### src/rtl/alu_seq_pkg.sv
// Shared types and constants for the ALU operation sequencer.
// Contents:
//   state_t  : sequencer FSM states (IDLE, ISSUE, RESP)
//   OPER_W   : opcode width forwarded to the ALU
//   DEF_WIDTH: default operand/result width
//   SETTLE_W : settle counter width (covers SETTLE_CYCLES 1..15)
package alu_seq_pkg;

  localparam int unsigned OPER_W    = 3;
  localparam int unsigned DEF_WIDTH = 8;
  localparam int unsigned SETTLE_W  = 4;

  typedef enum logic [1:0] {
    IDLE  = 2'd0,
    ISSUE = 2'd1,
    RESP  = 2'd2
  } state_t;

endpackage

### src/rtl/alu_seq_acc.sv
// Accumulator and carry-flag register with the ALU operand-a and
// carry-in selection muxes.
// Ports:
//   clk, rst_n  : clock, synchronous active-low reset
//   i_clr       : clear accumulator and carry (also zeroes the values
//                 presented to the muxes in the same cycle)
//   i_load      : load accumulator/carry from i_sum/i_c_out
//   i_sum       : result sum to load
//   i_c_out     : result carry to load
//   i_cmd_a     : command operand a
//   i_cmd_c_in  : command explicit carry-in
//   i_src_acc   : 1 selects accumulator as operand a
//   i_chain     : 1 selects stored carry as carry-in
//   o_a         : selected operand a
//   o_c_in      : selected carry-in
module alu_seq_acc #(
  parameter int unsigned WIDTH = 8
) (
  input  logic             clk,
  input  logic             rst_n,
  input  logic             i_clr,
  input  logic             i_load,
  input  logic [WIDTH-1:0] i_sum,
  input  logic             i_c_out,
  input  logic [WIDTH-1:0] i_cmd_a,
  input  logic             i_cmd_c_in,
  input  logic             i_src_acc,
  input  logic             i_chain,
  output logic [WIDTH-1:0] o_a,
  output logic             o_c_in
);

  logic [WIDTH-1:0] r_acc;
  logic             r_carry;
  logic [WIDTH-1:0] w_acc_eff;
  logic             w_carry_eff;

  always_ff @(posedge clk) begin
    if (!rst_n) begin
      r_acc   <= '0;
      r_carry <= 1'b0;
    end else if (i_clr) begin
      r_acc   <= '0;
      r_carry <= 1'b0;
    end else if (i_load) begin
      r_acc   <= i_sum;
      r_carry <= i_c_out;
    end
  end

  // A clear in the accept cycle must be visible to that same command,
  // so the muxes see the post-clear values rather than the registers.
  always_comb begin
    w_acc_eff   = i_clr ? '0 : r_acc;
    w_carry_eff = i_clr ? 1'b0 : r_carry;
    o_a         = i_src_acc ? w_acc_eff : i_cmd_a;
    o_c_in      = i_chain ? w_carry_eff : i_cmd_c_in;
  end

endmodule

### src/rtl/alu_op_sequencer.sv
// Sequential initiator for a combinational ALU. Accepts commands over a
// valid/ready handshake, drives registered operands onto the ALU, waits
// SETTLE_CYCLES, captures sum/carry and returns them over a valid/ready
// response channel. An internal accumulator/carry flag supports
// carry-chained multi-byte arithmetic.
// Optional feature macro: ALU_SEQ_ZFLAG_EN adds output rsp_zero
// (captured sum == 0).
// Ports:
//   clk, rst_n            : clock, synchronous active-low reset
//   cmd_valid/cmd_ready   : command handshake
//   cmd_oper, cmd_a, cmd_b, cmd_src_acc, cmd_chain, cmd_c_in : command
//   acc_clr               : clear accumulator/carry (IDLE only)
//   alu_oper/a/b/c_in     : registered ALU inputs
//   alu_sum, alu_c_out    : ALU results
//   rsp_valid/rsp_ready   : response handshake
//   rsp_sum, rsp_c_out    : captured result
//   rsp_zero              : captured zero flag (ALU_SEQ_ZFLAG_EN only)
module alu_op_sequencer
  import alu_seq_pkg::*;
#(
  parameter int unsigned WIDTH         = DEF_WIDTH,
  parameter int unsigned SETTLE_CYCLES = 1
) (
  input  logic              clk,
  input  logic              rst_n,
  input  logic              cmd_valid,
  output logic              cmd_ready,
  input  logic [OPER_W-1:0] cmd_oper,
  input  logic [WIDTH-1:0]  cmd_a,
  input  logic [WIDTH-1:0]  cmd_b,
  input  logic              cmd_src_acc,
  input  logic              cmd_chain,
  input  logic              cmd_c_in,
  input  logic              acc_clr,
  output logic [OPER_W-1:0] alu_oper,
  output logic [WIDTH-1:0]  alu_a,
  output logic [WIDTH-1:0]  alu_b,
  output logic              alu_c_in,
  input  logic [WIDTH-1:0]  alu_sum,
  input  logic              alu_c_out,
  output logic              rsp_valid,
  input  logic              rsp_ready,
  output logic [WIDTH-1:0]  rsp_sum,
`ifdef ALU_SEQ_ZFLAG_EN
  output logic              rsp_zero,
`endif
  output logic              rsp_c_out
);

  localparam logic [SETTLE_W-1:0] CNT_INIT = SETTLE_W'(SETTLE_CYCLES - 1);

  state_t              r_state;
  state_t              w_state_nxt;
  logic [SETTLE_W-1:0] r_cnt;
  logic [OPER_W-1:0]   r_alu_oper;
  logic [WIDTH-1:0]    r_alu_a;
  logic [WIDTH-1:0]    r_alu_b;
  logic                r_alu_c_in;
  logic [WIDTH-1:0]    r_rsp_sum;
  logic                r_rsp_c_out;
  logic                w_accept;
  logic                w_capture;
  logic                w_clr;
  logic [WIDTH-1:0]    w_sel_a;
  logic                w_sel_c_in;

  always_comb begin
    w_state_nxt = r_state;
    cmd_ready   = 1'b0;
    rsp_valid   = 1'b0;
    w_accept    = 1'b0;
    w_capture   = 1'b0;
    w_clr       = 1'b0;
    unique case (r_state)
      IDLE: begin
        cmd_ready = 1'b1;
        w_clr     = acc_clr;
        if (cmd_valid) begin
          w_accept    = 1'b1;
          w_state_nxt = ISSUE;
        end
      end
      ISSUE: begin
        if (r_cnt == '0) begin
          w_capture   = 1'b1;
          w_state_nxt = RESP;
        end
      end
      RESP: begin
        rsp_valid = 1'b1;
        if (rsp_ready) w_state_nxt = IDLE;
      end
      default: w_state_nxt = IDLE;
    endcase
  end

  always_ff @(posedge clk) begin
    if (!rst_n) begin
      r_state <= IDLE;
    end else begin
      r_state <= w_state_nxt;
    end
  end

  always_ff @(posedge clk) begin
    if (!rst_n) begin
      r_cnt       <= '0;
      r_alu_oper  <= '0;
      r_alu_a     <= '0;
      r_alu_b     <= '0;
      r_alu_c_in  <= 1'b0;
      r_rsp_sum   <= '0;
      r_rsp_c_out <= 1'b0;
    end else begin
      if (w_accept) begin
        r_cnt      <= CNT_INIT;
        r_alu_oper <= cmd_oper;
        r_alu_a    <= w_sel_a;
        r_alu_b    <= cmd_b;
        r_alu_c_in <= w_sel_c_in;
      end else if (r_state == ISSUE && r_cnt != '0) begin
        r_cnt <= r_cnt - 1'b1;
      end
      if (w_capture) begin
        r_rsp_sum   <= alu_sum;
        r_rsp_c_out <= alu_c_out;
      end
    end
  end

`ifdef ALU_SEQ_ZFLAG_EN
  logic r_rsp_zero;

  always_ff @(posedge clk) begin
    if (!rst_n) begin
      r_rsp_zero <= 1'b0;
    end else if (w_capture) begin
      r_rsp_zero <= (alu_sum == '0);
    end
  end

  assign rsp_zero = r_rsp_zero;
`endif

  alu_seq_acc #(
    .WIDTH(WIDTH)
  ) u_acc (
    .clk       (clk),
    .rst_n     (rst_n),
    .i_clr     (w_clr),
    .i_load    (w_capture),
    .i_sum     (alu_sum),
    .i_c_out   (alu_c_out),
    .i_cmd_a   (cmd_a),
    .i_cmd_c_in(cmd_c_in),
    .i_src_acc (cmd_src_acc),
    .i_chain   (cmd_chain),
    .o_a       (w_sel_a),
    .o_c_in    (w_sel_c_in)
  );

  assign alu_oper  = r_alu_oper;
  assign alu_a     = r_alu_a;
  assign alu_b     = r_alu_b;
  assign alu_c_in  = r_alu_c_in;
  assign rsp_sum   = r_rsp_sum;
  assign rsp_c_out = r_rsp_c_out;

endmodule

### config.mk
export PLATFORM = sky130hd
export DESIGN_NAME = alu_op_sequencer
export DESIGN_NICKNAME = d
export VERILOG_FILES = /design/src/rtl/alu_seq_pkg.sv /design/src/rtl/alu_seq_acc.sv /design/src/rtl/alu_op_sequencer.sv
export SDC_FILE = /design/constraint.sdc
export NUM_CORES = 1
export LEC_CHECK = 0
export CORE_MARGIN = 10
export CORE_UTILIZATION = 47
export DETAILED_ROUTE_END_ITERATION = 6
export GPL_TIMING_DRIVEN = 0
export PLACE_DENSITY = 0.84
export SLEW_MARGIN = 15
export SYNTH_ARGS = -nofsm -noshare
export SYNTH_HDL_FRONTEND = slang
export SYNTH_SLANG_ARGS = --single-unit
### constraint.sdc
create_clock -name clk -period 4.49 [get_ports clk]
set_clock_uncertainty 0.05 [all_clocks]
set_input_delay 0.6735 -clock clk [delete_from_list [all_inputs] [get_ports clk]]
set_output_delay 0.6735 -clock clk [all_outputs]
set_load 0.01 [all_outputs]
==> impl_results.md <==
- Drt total wl: 4990 um
- IO buf count: 65
- Post-synthesis cell type count: 32
- Gr usage total: 14.4%
- Overflow after GRT: 0
- Clock root buffer master: clkbuf_8
- Arr. time, crit path: 1480 ps
- Netlist Area Pre-Place: 1810 sq um
- Sink Count: 44
- Fmax: 0.454 GHz
- Cell row count: 22
- Antenna violation net count after detailed routing: 0
- Worst-Skew Late Latency: 290 ps
- I/O pin total: 67
- # H-tree levels: 2
- Max Cap Violations: 0
- Avg WL per Cell: 15.2 um
- Initial core utilization: 49.1%
- Vias in the first global route: 1,507
- Post-Synthesis Cells: 207
- TritonCTS Buffers: 5
- Setup violators final: 0
- Via count: 1,720
- Fin crit period: 2210 ps
- Least-Margin Pin Slew: 452 ps
- HPWL after DPL: 3750 um
- CP Max Fanout: 8
- First-pass GRT wire length: 7580 um
- Initial antenna violation count: 0
- Final period util: 49.1%
- Outcome: finished clean
- Syn Nets: 244
- CTS tree: yes
- Final number of max-transition violations: 0
- Crit-path max cell delay: 570 ps
- Clk slew on worst S/H paths: 80 ps
- Syn avg cell area: 8.74 sq um
- Register area share after synthesis: 48.7%
- # resized after CTS: 0
- Asr flop ratio synth: 0%
- Data required, critical path: 3770 ps
- Hold crit path type: register to register
- Kind of start point of the critical path: register
- Die width: 82.0 um
- Post-synth EDFFs: 0
- Layout cells sized above 1: 6.07%
- Crit Path Class: register to output port
- Gpl congestion: 0.781
- Synth warn: 0
- Post-CTS Hold Buffers: 0
- Crit path cell chain: nor2b_1, clkdlybuf4s50_1
- Longest Clk Path Bufs: 2
- Largest net degree at the start of global routing: 13
- Number of synthesized register bits: 44
- # DRC: 0
- DR vias/cell: 5.24
- CP max-delay cell: clkdlybuf4s50_1
- Die Ht: 82.0 um
- P&R area growth vs syn: 44.3%
- Setup Fix Bufs, Post-CTS: 0
- Nets: 316
- Die area: 6730 sq um
- Pwr Density: 319 nW/um^2
- Top_reg_cell synth: dfxtp_1
- Antenna diodes: 0
- Iter 0 DRT Violations: 120
- Setup TNS: 0 ps
- IR drop worst, VDD: 0.281 mV
- Pre-Repair DR Iteration Count: 4
- Max_slew headroom: 69.9%
- Final Hold Viols: 0
- Fin util: 70.8%
- Core Footprint: 3690 sq um
- Leak pwr: 0.934 nW
- RSZ-0062 raised after global routing: false
- Crit path capture type: output port
- Fill cells: 314
state kept, by name, indices dropped and copies added, names as in the netlist:
| register | count |
|---|---|
| u_acc.r_carry | 1 |
| rsp_c_out | 1 |
| u_acc.r_acc | 8 |
| alu_oper | 3 |
| alu_b | 8 |
| alu_a | 8 |
| rsp_sum | 8 |
| r_state | 2 |
| alu_c_in | 1 |
| r_cnt | 4 |
through the flow:
step	power [mW]	cell area [sq um]	hold slack, ps	instances	worst slack, ps
2_1_floorplan	0.502	1810	397	207	2830
3_3_place_gp	0.586	2520	393	320	2240
3_5_place_dp	0.589	2520	406	320	2250
4_1_cts	0.839	2610	416	328	2270
5_1_grt	0.869	2610	432	328	2220
6_report	0.834	2610	409	328	2280
kinds of logic (layout without fill, tap and decap cells):
group	after synthesis	after routing	synth area share, %
and+or+nand+nor	73	73	21.6
DFF	44	44	48.7
adders and majority gates	1	1	0.691
muxes	3	3	1.66
buffers and inverters	18	91	5.46
AOI/OAI and AO/OA	68	68	21.9
report_power, final:
| part | switching, mW | internal, mW | total (mW) |
|---|---|---|---|
| clock | 0.128 | 0.126 | 0.254 |
| sequential | 0.0124 | 0.413 | 0.425 |
| combinational | 0.0685 | 0.0863 | 0.155 |
routing by layer:
metal  GRT usage (%)  up-vias  share of wire (%)
met4            5.44        0                1.2
met3            4.91        8                7.6
met2            22.8       48                 49
met1            17.7      793                 42
li1                -      871                  -
met5               0        -                  0
final timing paths:
path | from | endpoint | slack [ps] | depth (start not counted)
setup / recovery | r_state[1]$_SDFFE_PN0P_ | rsp_valid | 2280 | 2
hold / removal | rsp_sum[6]$_SDFFE_PN0P_ | rsp_sum[6]$_SDFFE_PN0P_ | 410 | 2
setup reg to reg | r_cnt[0]$_SDFFE_PP0P_ | rsp_sum[2]$_SDFFE_PN0P_ | 2790 | 6
hold reg to reg | rsp_sum[6]$_SDFFE_PN0P_ | rsp_sum[6]$_SDFFE_PN0P_ | 410 | 2
layout make-up:
cell class	count	area [sq um]	area share [%]
plain buffers	15	87.6	3.36
clock buffers	8	90.1	3.45
inverters	3	11.3	0.431
multi-input cells	145	830	31.8
flip-flops and latches	44	881	33.7
well taps	48	60.1	2.30
repair buffers	65	651	24.9
synthesized netlist by cell type (2+ instances only):
master	number	area (sq um)
dfxtp_1	44	881
o2111ai_1	3	26.3
a21boi_0	12	90.1
mux2i_1	3	30.0
nor2b_1	11	68.8
buf_4	2	15.0
nand3_1	5	25.0
inv_1	3	11.3
a21oi_1	14	70.1
nand2b_1	2	12.5
a31oi_1	9	56.3
buf_2	3	15.0
nand2_1	36	135
o21ai_0	29	145
clkbuf_1	7	26.3
nor3b_1	2	15.0
nand4b_1	5	43.8
or3_1	3	18.8
worst max-delay path: cells and delay by family, from the launching register on:
family	cells	cell delay (ps)
buffers and inverters	1	570
flip-flops	1	430
AND/OR/NAND/NOR	1	180
cells in the final DEF, fill, tap and decap left out, types with 2 or more instances in the layout:
cell              n
a31oi_1           9
clkbuf_8          6
nor3b_1           2
o21ai_0          29
nand2b_1          2
nand2_1          36
mux2i_1           3
buf_2             3
nor2b_1          11
a21oi_1          14
a21boi_0         12
nand3_1           5
buf_4             2
o2111ai_1         3
or3_1             3
clkdlybuf4s50_1  65
dfxtp_1          44
nand4b_1          5
clkbuf_1          9
inv_1             3
Note: power is estimated with default switching activity, not from simulation.
